## src/rtl/mem_bus_pkg.sv

```systemverilog
// Shared types and defaults for the two-requester memory bus arbiter.
package mem_bus_pkg;

  localparam int unsigned ADDR_W_DEF = 8;
  localparam int unsigned DATA_W_DEF = 8;

  // Payload register is sized for the widest supported bus; narrower
  // instances zero-extend on capture and truncate on drive.
  localparam int unsigned REQ_ADDR_MAX = 32;
  localparam int unsigned REQ_DATA_MAX = 32;

  typedef enum logic [1:0] {
    IDLE   = 2'd0,
    ACCESS = 2'd1,
    WAIT   = 2'd2
  } state_e;

  typedef struct packed {
    logic                    we;
    logic [REQ_ADDR_MAX-1:0] addr;
    logic [REQ_DATA_MAX-1:0] wdata;
  } mem_req_t;

endpackage

```

## src/rtl/mem_bus_arbiter_rr_arbiter2.sv

```systemverilog
// Two-way round-robin picker; the requester not granted last wins a tie.
module rr_arbiter2 (
  input  logic       clk,
  input  logic       rst,
  input  logic [1:0] valid,
  input  logic       advance,
  output logic [1:0] grant
);

  // prio_q set means requester 1 is preferred on the next tie
  logic prio_q;
  logic prio_d;

  always_ff @(posedge clk or posedge rst) begin
    if (rst) begin
      prio_q <= 1'b0;
    end else begin
      prio_q <= prio_d;
    end
  end

  always_comb begin
    grant = valid;
    if (valid == 2'b11) begin
      grant = prio_q ? 2'b10 : 2'b01;
    end
  end

  // Pointer moves only when the grant is actually consumed
  always_comb begin
    prio_d = prio_q;
    if (advance && (grant != 2'b00)) begin
      prio_d = grant[0];
    end
  end

endmodule

```

## src/rtl/mem_bus_arbiter.sv

```systemverilog
// Arbitrates two valid/ready requesters onto a single registered-read memory port.
module mem_bus_arbiter
  import mem_bus_pkg::*;
#(
  parameter int unsigned ADDR_W = ADDR_W_DEF,
  parameter int unsigned DATA_W = DATA_W_DEF
) (
  input  logic              clk,
  input  logic              rst,

  input  logic              req0_valid,
  input  logic              req0_we,
  input  logic [ADDR_W-1:0] req0_addr,
  input  logic [DATA_W-1:0] req0_wdata,
  output logic              req0_ready,
  output logic              req0_rvalid,
  output logic [DATA_W-1:0] req0_rdata,

  input  logic              req1_valid,
  input  logic              req1_we,
  input  logic [ADDR_W-1:0] req1_addr,
  input  logic [DATA_W-1:0] req1_wdata,
  output logic              req1_ready,
  output logic              req1_rvalid,
  output logic [DATA_W-1:0] req1_rdata,

  output logic              mem_en,
  output logic              mem_we,
  output logic [ADDR_W-1:0] mem_addr,
  output logic [DATA_W-1:0] mem_wdata,
  input  logic [DATA_W-1:0] mem_rdata,

  output logic              busy
);

  state_e            state_q;
  state_e            state_d;
  mem_req_t          req_q;
  mem_req_t          req_d;
  logic              id_q;
  logic              id_d;
  logic [1:0]        rvalid_q;
  logic [1:0]        rvalid_d;
  logic [DATA_W-1:0] rdata0_q;
  logic [DATA_W-1:0] rdata0_d;
  logic [DATA_W-1:0] rdata1_q;
  logic [DATA_W-1:0] rdata1_d;

  logic [1:0]        arb_valid;
  logic [1:0]        grant;
  logic              hs;

  // Requests are only visible to the picker while idle and out of reset
  assign arb_valid = {req1_valid, req0_valid} & {2{(state_q == IDLE) && !rst}};
  assign hs        = |grant;

  rr_arbiter2 u_arb (
    .clk     (clk),
    .rst     (rst),
    .valid   (arb_valid),
    .advance (hs),
    .grant   (grant)
  );

  always_ff @(posedge clk or posedge rst) begin
    if (rst) begin
      state_q <= IDLE;
    end else begin
      state_q <= state_d;
    end
  end

  always_comb begin
    state_d = state_q;
    case (state_q)
      IDLE: begin
        if (hs) begin
          state_d = ACCESS;
        end
      end
      ACCESS: begin
        state_d = req_q.we ? IDLE : WAIT;
      end
      WAIT: begin
        state_d = IDLE;
      end
      default: begin
        state_d = IDLE;
      end
    endcase
  end

  // Memory strobes are decoded from the state flop so reset drops them at once
  always_comb begin
    mem_en     = 1'b0;
    mem_we     = 1'b0;
    mem_addr   = '0;
    mem_wdata  = '0;
    busy       = (state_q != IDLE);
    req0_ready = grant[0];
    req1_ready = grant[1];
    if (state_q == ACCESS) begin
      mem_en    = 1'b1;
      mem_we    = req_q.we;
      mem_addr  = ADDR_W'(req_q.addr);
      mem_wdata = DATA_W'(req_q.wdata);
    end
  end

  // Capture the winning request and route returning read data
  always_comb begin
    req_d    = req_q;
    id_d     = id_q;
    rvalid_d = 2'b00;
    rdata0_d = rdata0_q;
    rdata1_d = rdata1_q;

    if (hs) begin
      id_d = grant[1];
      if (grant[1]) begin
        req_d.we    = req1_we;
        req_d.addr  = REQ_ADDR_MAX'(req1_addr);
        req_d.wdata = REQ_DATA_MAX'(req1_wdata);
      end else begin
        req_d.we    = req0_we;
        req_d.addr  = REQ_ADDR_MAX'(req0_addr);
        req_d.wdata = REQ_DATA_MAX'(req0_wdata);
      end
    end

    if (state_q == WAIT) begin
      if (id_q) begin
        rvalid_d[1] = 1'b1;
        rdata1_d    = mem_rdata;
      end else begin
        rvalid_d[0] = 1'b1;
        rdata0_d    = mem_rdata;
      end
    end
  end

  always_ff @(posedge clk or posedge rst) begin
    if (rst) begin
      req_q    <= '0;
      id_q     <= 1'b0;
      rvalid_q <= 2'b00;
      rdata0_q <= '0;
      rdata1_q <= '0;
    end else begin
      req_q    <= req_d;
      id_q     <= id_d;
      rvalid_q <= rvalid_d;
      rdata0_q <= rdata0_d;
      rdata1_q <= rdata1_d;
    end
  end

  assign req0_rvalid = rvalid_q[0];
  assign req1_rvalid = rvalid_q[1];
  assign req0_rdata  = rdata0_q;
  assign req1_rdata  = rdata1_q;

endmodule

```

## config.mk

```make
export PLATFORM = sky130hd
export DESIGN_NAME = mem_bus_arbiter
export DESIGN_NICKNAME = d
export VERILOG_FILES = /design/src/rtl/mem_bus_pkg.sv /design/src/rtl/mem_bus_arbiter_rr_arbiter2.sv /design/src/rtl/mem_bus_arbiter.sv
export SDC_FILE = /design/constraint.sdc
export NUM_CORES = 1
export LEC_CHECK = 0
export ABC_AREA = 1
export ABC_CLOCK_PERIOD_IN_PS = 3000
export CORE_ASPECT_RATIO = 0.8
export CORE_MARGIN = 2
export CORE_UTILIZATION = 42
export DETAILED_ROUTE_END_ITERATION = 10
export PLACE_DENSITY = 0.89
export SYNTH_ARGS = -nofsm -noshare
export SYNTH_HDL_FRONTEND = slang
export SYNTH_SLANG_ARGS = --single-unit
```

## constraint.sdc

```tcl
create_clock -name clk -period 3 [get_ports clk]
set_input_delay 0.6 -clock clk [delete_from_list [all_inputs] [get_ports clk]]
set_output_delay 0.6 -clock clk [all_outputs]
set_load 0.005 [all_outputs]
```

==> metrics.md, run 1 <==
| Metric | Value |
|---|---|
| Starting Density | 43.7% |
| Post-Synth XOR/XNOR Area | 0% |
| Placeable Area | 4570 µm² |
| CTS tree | built |
| I/O pin count | 85 |
| Post-CTS Setup Bufs | 0 |
| Total power | 2070 µW |
| R2r worst-path depth | 5 |
| TritonCTS Buffers | 5 |
| Synthesis-to-layout area growth | 47.5% |
| Post-synthesis simple-gate area fraction | 30.2% |
| GRT Total Usage | 19.7% |
| Adder-Cell Fraction of Synth Area | 0% |
| Post-Syn Area per Cell | 7.51 µm² |
| Clock slew at reported path FFs | 0.07 ns |
| Commonest non-fill, non-tap cell in the layout | clkdlybuf4s50_1 |
| Sequential cell area | 976 µm² |
| Status | finished, final reports clean |
| Largest net degree at the start of global routing | 39 |
| Synthesized area | 2000 µm² |
| Worst-Margin Slew | 0.532 ns |
| Post-Route Skew | 0.00274 ns |
| Die width | 81.1 µm |
| Max_cap viols | 0 |
| Max Slew Vio Count | 0 |
| Detailed placer's ending HPWL | 3530 µm |
| Mux share of post-synthesis cell area | 0% |
| Worst setup path startpoint | state_q[0] |
| Most frequent cells in the layout | clkdlybuf4s50_1 (84), nand2_1 (69), inv_1 (66) |
| Synth Area in Compound Gates | 4.64% |
| Final Hold Vio Count | 0 |
| Yosys reg bits | 39 |
| Peak supply drop | 0.361 mV |
| DRT iter0 DRCs | 68 |
| Worst slack at placement | 0.441 ns |
| Distinct cells, synth | 20 |
| CP Class | flop to output port |
| Fmax | 365 MHz |
| Clock Latency Late Sink | 0.27 ns |
| Main combinational cell family by area after synthesis | simple AND/OR/NAND/NOR gates |
| Antenna violations before repair | 0 |
| Sequential share of the synthesized area | 48.9% |
| H-Tree Depth | 2 |
| Setup TNS | 0 ns |
| PortBufs | 84 |
| Worst R2R Start | state_q[1] |
| WL final | 4670 µm |
| Yosys Warn Count | 0 |
| Clock Root Buffer | clkbuf_8 |
| Layout Nets | 397 |
| Diode count | 0 |
| Critical path required time | 2.40 ns |
| Tmin final | 2.74 ns |
| Hold Path Class | flop to flop |
| Slew HR | 64.4% |
| Sink Count | 39 |
| First-pass GRT wire length | 8100 µm |
| # setup viols final | 0 |
| Detailed Routing Iterations Pass 1 | 4 |
| Full die area | 5330 µm² |
| Routed Antenna Nets | 0 |
| Crit path launch type | flop |
| Post-cts sizing count | 0 |
| CP endpoint | mem_wdata[7] |
| GPL Wtd Cong | 0.750 |
| Critical R2R Capture | req_q[64] |
| Crit end category | output port |
| Residual DRC | 0 |
| DIE HEIGHT | 65.7 µm |
| Fillers | 420 |
| Vias in the first global route | 1856 |
| Final Cycle Share | 91.3% |
| WP data arrival | 2.14 ns |
| Worst setup margin | 0.262 ns |
| RSZ-0062 raised after global routing | no |
| Worst hold start | req_q[64] |
| Layout cells sized above 1 | 4.86% |
| Vias | 1866 |
| Crit path max fanout | 18 |
| CTS Hold Buffers Added | 0 |
| Drt via density | 4.55 |
| Multi-input gate area | 696 µm² |
| Synth Instances | 266 |
| Syn_nets | 312 |
| Static leakage | 0.00156 µW |
| Final core utilization | 64.5% |
| WL per Instance | 11.4 µm |
| Row cnt | 22 |
| Grt total ovfl | 0 |
| R2R Setup Slk | 1.49 ns |
| PwrDens | 704 nW/µm² |
| CTS max path bufs | 2 |
[Yosys cell counts]
cell	number	area (µm²)
a21oi_1	1	5.00
buf_2	5	25.0
buf_4	1	7.51
buf_6	3	33.8
clkbuf_1	1	3.75
clkinv_1	1	3.75
dfrtp_1	39	976
inv_1	67	251
nand2_1	69	259
nand2_8	1	20.0
nand3_1	36	180
nand3_2	1	10.0
nand3_4	1	17.5
nand4_2	1	12.5
nor2_1	19	71.3
nor2_4	2	22.5
nor3_2	1	10.0
o21ai_0	14	70.1
o21ai_1	2	10.0
o21bai_1	1	7.51
[cell families after synthesis]
kind of cell,count (synthesis)
flip-flops,39
AO/OA/AOI/OAI,18
AND/OR/NAND/NOR,131
buffers and inverters,78
[stage by stage]
stage                     cells  hold slack (ns)  cell area [µm²]
after floorplan             266            0.425             2000
after global placement      404            0.441             2870
after detailed placement    404            0.461             2870
after CTS                   410            0.468             2950
after global routing        410            0.480             2950
final                       410            0.458             2950
[registers in the layout, summed over array words and instances (netlist names)]
register      cells
id_q              1
u_arb.prio_q      1
rvalid_q          2
req_q            17
req1_rdata        8
state_q           2
req0_rdata        8
[metal layers]
metal	GRT usage, %	part of all wire, %
met5	0	0
met4	5.08	0.73
met3	4.67	5.9
met2	34.1	48
met1	24.8	45
[worst max-delay path, stage by stage (launching register included)]
cell             delay (ns)
dfrtp_1                0.43
inv_1                  0.08
nor2_1                 0.14
clkinv_1               0.43
nor2_1                 0.25
clkdlybuf4s50_1        0.53
[final cells by class]
| class | count | share of cell area (%) |
|---|---|---|
| Inverter | 68 | 8.67 |
| Multi-Input combinational cell | 149 | 23.6 |
| Clock buffer | 6 | 2.46 |
| Tap cell | 60 | 2.55 |
| Timing Repair Buffer | 88 | 29.6 |
| Sequential cell | 39 | 33.1 |
[report_power, final]
part           total (µW)  internal, µW  switching [µW]
registers             886           754             132
logic                 879           496             383
clock network         309           155             154
[how the worst min path moves through the flow]
stage,endpoint,slack [ns],cells after the start
global placement,state_q[1],0.44,1
detailed placement,state_q[1],0.46,1
floorplan,state_q[1],0.42,1
global route,state_q[1],0.48,1
finish,state_q[1],0.46,1
CTS,state_q[1],0.47,1
Power figures use the tool's default switching activity.
==> inputs of run 2 (changes only) <==
--- a/config.mk
+++ b/config.mk
@@ -9,9 +9,10 @@
 export ABC_CLOCK_PERIOD_IN_PS = 3000
 export CORE_ASPECT_RATIO = 0.8
 export CORE_MARGIN = 2
-export CORE_UTILIZATION = 42
+export CORE_UTILIZATION = 44
+export CTS_BUF_LIST = sky130_fd_sc_hd__clkbuf_4 sky130_fd_sc_hd__clkbuf_8
 export DETAILED_ROUTE_END_ITERATION = 10
-export PLACE_DENSITY = 0.89
+export PLACE_DENSITY = 0.93
 export SYNTH_ARGS = -nofsm -noshare
 export SYNTH_HDL_FRONTEND = slang
 export SYNTH_SLANG_ARGS = --single-unit
==> metrics.md, run 2 (synthesis results as in run 1) <==
| Metric | Value |
|---|---|
| Clock Latency Late Sink | 0.29 ns |
| Synthesis-to-layout area growth | 49.7% |
| Net Sw Frac | 31.7% |
| H-Tree Depth | 2 |
| Sink Count | 39 |
| R2r worst-path depth | 5 |
| Hold Path Class | flop to flop |
| R2R Setup Slk | 1.47 ns |
| Flop pwr share | 39.9% |
| Vias | 1879 |
| Slew HR | 62.8% |
| Placeable Area | 4280 µm² |
| Row cnt | 21 |
| Clock Root Buffer | clkbuf_8 |
| Psw | 704 µW |
| DRT iter0 DRCs | 60 |
| PwrDens | 743 nW/µm² |
| Top reg by flops | req_q |
| Detailed placer's ending HPWL | 3680 µm |
| CP endpoint | mem_wdata[0] |
| Combinational power share | 39.9% |
| Critical R2R Capture | req_q[39] |
| Worst setup margin | 0.247 ns |
| Die width | 79.3 µm |
| Max_cap viols | 0 |
| Vias in the first global route | 1795 |
| Full die area | 5100 µm² |
| Setup TNS | 0 ns |
| Crit path launch type | flop |
| GPL Wtd Cong | 0.745 |
| Post-CTS Setup Bufs | 0 |
| Slowest library cell on the worst path | clkdlybuf4s50_1 |
| Crit path max fanout | 18 |
| Layout cells sized above 1 | 5.97% |
| CP Class | flop to output port |
| Clock share of power | 20.2% |
| Most used cell, CP | nor2_1 |
| Most frequent cells in the layout | clkdlybuf4s50_1 (84), nand2_1 (69), inv_1 (66) |
| Tmin final | 2.75 ns |
| Drt via density | 4.59 |
| WL per Instance | 11.9 µm |
| Critical path required time | 2.40 ns |
| WL final | 4870 µm |
| Largest net degree at the start of global routing | 41 |
| Antenna violations before repair | 0 |
| Max reg flops | 17 |
| # setup viols final | 0 |
| Static leakage | 0.00158 µW |
| DIE HEIGHT | 64.3 µm |
| I/O pin count | 85 |
| Worst setup path startpoint | state_q[0] |
| Final Hold Vio Count | 0 |
| Starting Density | 46.6% |
| Worst slack at placement | 0.453 ns |
| Grt total ovfl | 0 |
| Total power | 2220 µW |
| Pint | 1520 µW |
| RSZ-0062 raised after global routing | no |
| Commonest non-fill, non-tap cell in the layout | clkdlybuf4s50_1 |
| Crit end category | output port |
| Fillers | 345 |
| CTS Hold Buffers Added | 0 |
| Routed Antenna Nets | 0 |
| Diode count | 0 |
| WP data arrival | 2.15 ns |
| CTS max path bufs | 2 |
| TritonCTS Buffers | 5 |
| Hold Path Stages | 1 |
| CTS tree | built |
| Worst-Margin Slew | 0.557 ns |
| Clock slew at reported path FFs | 0.08 ns |
| Worst R2R Start | state_q[1] |
| Peak supply drop | 0.330 mV |
| Post-Route Skew | 0.00610 ns |
| Max Slew Vio Count | 0 |
| Detailed Routing Iterations Pass 1 | 4 |
| Critical Path, Cell by Cell | inv_1, nor2_1, clkinvlp_4, nor2_1, clkdlybuf4s50_1 |
| Status | finished, final reports clean |
| Fmax | 363 MHz |
| Post-cts sizing count | 0 |
| GRT Total Usage | 21.1% |
| PortBufs | 84 |
| Residual DRC | 0 |
| First-pass GRT wire length | 8210 µm |
| Critical Path Max Stage Delay | 0.54 ns |
| Final Cycle Share | 91.8% |
| Layout Nets | 397 |
-- run 2: worst min path at each step --
| stage | slack (ns) | endpoint | from |
|---|---|---|---|
| 2_1_floorplan | 0.42 | state_q[1] | req_q[64] |
| 3_3_place_gp | 0.44 | state_q[1] | req_q[64] |
| 3_5_place_dp | 0.44 | state_q[1] | req_q[64] |
| 4_1_cts | 0.46 | state_q[1] | req_q[64] |
| 5_1_grt | 0.49 | state_q[1] | req_q[64] |
| 6_report | 0.46 | state_q[1] | req_q[64] |
-- run 2: per-layer routing --
metal  vias up  global-route usage, %  part of all wire [%]
li1        956                      -                     -
met1       871                   25.8                    42
met2        45                   37.4                    53
met3         7                   3.53                   3.8
met4         0                   7.76                   1.5
met5         -                      0                     0
-- run 2: critical path: cells and delay by family (launching register included) --
family | cells | cell delay, ns
AND/OR/NAND/NOR | 2 | 0.44
flip-flops | 1 | 0.44
buffers and inverters | 3 | 0.97
-- run 2: layout make-up --
cell class | instances | area (µm²) | area share, %
flip-flops and latches | 39 | 976 | 32.6
repair buffers | 88 | 871 | 29.1
multi-input cells | 149 | 696 | 23.3
inverters | 68 | 259 | 8.66
clock buffers | 6 | 82.6 | 2.76
well taps | 57 | 71.3 | 2.38
clock inverters | 2 | 35.0 | 1.17
-- run 2: through the flow --
stage	std cells	instance area [µm²]	hold WS (ns)	util (%)
after floorplan	266	2000	0.425	-
after global placement	401	2870	0.439	67.0
after detailed placement	401	2870	0.444	67.0
after CTS	409	2990	0.458	69.7
after global routing	409	2990	0.488	69.8
final	409	2990	0.458	69.8
-- run 2: power by group through the flow --
stage                     Sequential [µW]  Combinational (µW)  Clock (µW)
final                                 887                 888         448
after global routing                  918                 995         480
after CTS                             887                 901         455
after detailed placement              894                 895           0
after global placement                880                 863           0
after floorplan                       881                 412           0
==> inputs of run 3 (changes only) <==
--- a/config.mk
+++ b/config.mk
@@ -13,6 +13,7 @@
 export CTS_BUF_LIST = sky130_fd_sc_hd__clkbuf_4 sky130_fd_sc_hd__clkbuf_8
 export DETAILED_ROUTE_END_ITERATION = 10
 export PLACE_DENSITY = 0.93
+export RECOVER_POWER = 25
 export SYNTH_ARGS = -nofsm -noshare
 export SYNTH_HDL_FRONTEND = slang
 export SYNTH_SLANG_ARGS = --single-unit
==> metrics.md, run 3 (synthesis results as in run 1) <==
| Metric | Value |
|---|---|
| Hold Path Class | flop to flop |
| Status | finished, final reports clean |
| DRT iter0 DRCs | 63 |
| PwrDens | 745 nW/µm² |
| Max reg flops | 17 |
| Synthesis-to-layout area growth | 49.4% |
| Fillers | 347 |
| Layout cells sized above 1 | 5.68% |
| Layout Nets | 397 |
| Die width | 79.3 µm |
| CTS tree | built |
| Crit path launch type | flop |
| Crit path max fanout | 18 |
| Drt via density | 4.62 |
| GRT Total Usage | 21.1% |
| Final Hold Vio Count | 0 |
| Final Cycle Share | 91.1% |
| Grt total ovfl | 0 |
| Placeable Area | 4280 µm² |
| Row cnt | 21 |
| First-pass GRT wire length | 8210 µm |
| WP data arrival | 2.13 ns |
| Routed Antenna Nets | 0 |
| Clock Root Buffer | clkbuf_8 |
| Critical path required time | 2.40 ns |
| Clock Latency Late Sink | 0.29 ns |
| Post-Route Skew | 0.00553 ns |
| Peak supply drop | 0.333 mV |
| RSZ-0062 raised after global routing | no |
| Residual DRC | 0 |
| Setup TNS | 0 ns |
| Commonest non-fill, non-tap cell in the layout | clkdlybuf4s50_1 |
| Vias | 1888 |
| I/O pin count | 85 |
| PortBufs | 84 |
| Detailed Routing Iterations Pass 1 | 4 |
| Clock slew at reported path FFs | 0.08 ns |
| Critical Path Max Stage Delay | 0.54 ns |
| Largest net degree at the start of global routing | 41 |
| TritonCTS Buffers | 5 |
| WL per Instance | 12.0 µm |
| Finished Layout Cells | 409 |
| Full die area | 5100 µm² |
| # setup viols final | 0 |
| Fmax | 366 MHz |
| CTS max path bufs | 2 |
| Max_cap viols | 0 |
| Antenna violations before repair | 0 |
| Tmin final | 2.73 ns |
| Detailed placer's ending HPWL | 3680 µm |
| Sink Count | 39 |
| Static leakage | 0.00158 µW |
| Worst-Margin Slew | 0.951 ns |
| Starting Density | 46.6% |
| Slowest library cell on the worst path | clkdlybuf4s50_1 |
| Most frequent cells in the layout | clkdlybuf4s50_1 (84), nand2_1 (69), inv_1 (66) |
| Diode count | 0 |
| WL final | 4900 µm |
| Placed Cells | 401 |
| Max Slew Vio Count | 0 |
| Top reg by flops | req_q |
| Buffers & Inverters on Critical Path | 3 |
| Most used cell, CP | nor2_1 |
| CP Class | flop to output port |
| Vias in the first global route | 1795 |
| GPL Wtd Cong | 0.745 |
| Critical Path, Cell by Cell | inv_1, nor2_1, clkinvlp_4, nor2_1, clkdlybuf4s50_1 |
| Crit end category | output port |
| Slew HR | 36.6% |
| CP top delay family | buffers and inverters |
| H-Tree Depth | 2 |
| DIE HEIGHT | 64.3 µm |
==> run 3: final timing paths <==
| check | start | endpoint | slack, ns | cells after the start |
|---|---|---|---|---|
| worst max-delay path | state_q[0] | mem_wdata[0] | 0.27 | 5 |
| worst min-delay path | req_q[64] | state_q[1] | 0.46 | 1 |
| worst max register to register | state_q[1] | req_q[39] | 1.45 | 5 |
| worst min register to register | req_q[64] | state_q[1] | 0.46 | 1 |
| max in group asynchronous | rst | req_q[2] | 1.42 | 3 |
| min in group asynchronous | rst | rvalid_q[0] | 0.99 | 3 |
==> run 3: timing repair <==
action	4_1_cts	5_1_grt
setup buffers	0	0
gates resized for setup	0	1
endpoints found under the setup margin	0	3
hold buffers	0	0
==> run 3: cell type report <==
cell class | count | area, µm² | area share (%)
multi-input cells | 149 | 691 | 23.2
inverters | 68 | 259 | 8.68
repair buffers | 88 | 868 | 29.1
flip-flops and latches | 39 | 976 | 32.7
clock inverters | 2 | 35.0 | 1.17
well taps | 57 | 71.3 | 2.39
clock buffers | 6 | 82.6 | 2.77
==> run 3: routing by layer <==
metal / global-route usage (%) / part of all wire, % / wire [µm]
met5: 0 / 0 / 0
met2: 37.4 / 52 / 2540
met3: 3.53 / 4.4 / 214
met4: 7.76 / 1.5 / 73
met1: 25.8 / 42 / 2070
==> run 3: where the power goes <==
group / total [µW] / internal [µW] / switching [µW]
Clock: 450 / 269 / 181
Combinational: 887 / 496 / 391
Sequential: 887 / 754 / 133
Total: 2220 / 1520 / 705
==> run 3: per-stage QoR <==
stage | worst slack, ns | instance area (µm²) | power (µW) | hold slack (ns) | util, %
2_1_floorplan | 0.238 | 2000 | 1290 | 0.425 | -
3_3_place_gp | 0.485 | 2870 | 1740 | 0.439 | 67.0
3_5_place_dp | 0.453 | 2870 | 1790 | 0.444 | 67.0
4_1_cts | 0.128 | 2990 | 2240 | 0.458 | 69.7
5_1_grt | 0.0418 | 2980 | 2390 | 0.488 | 69.6
6_report | 0.266 | 2980 | 2220 | 0.457 | 69.6
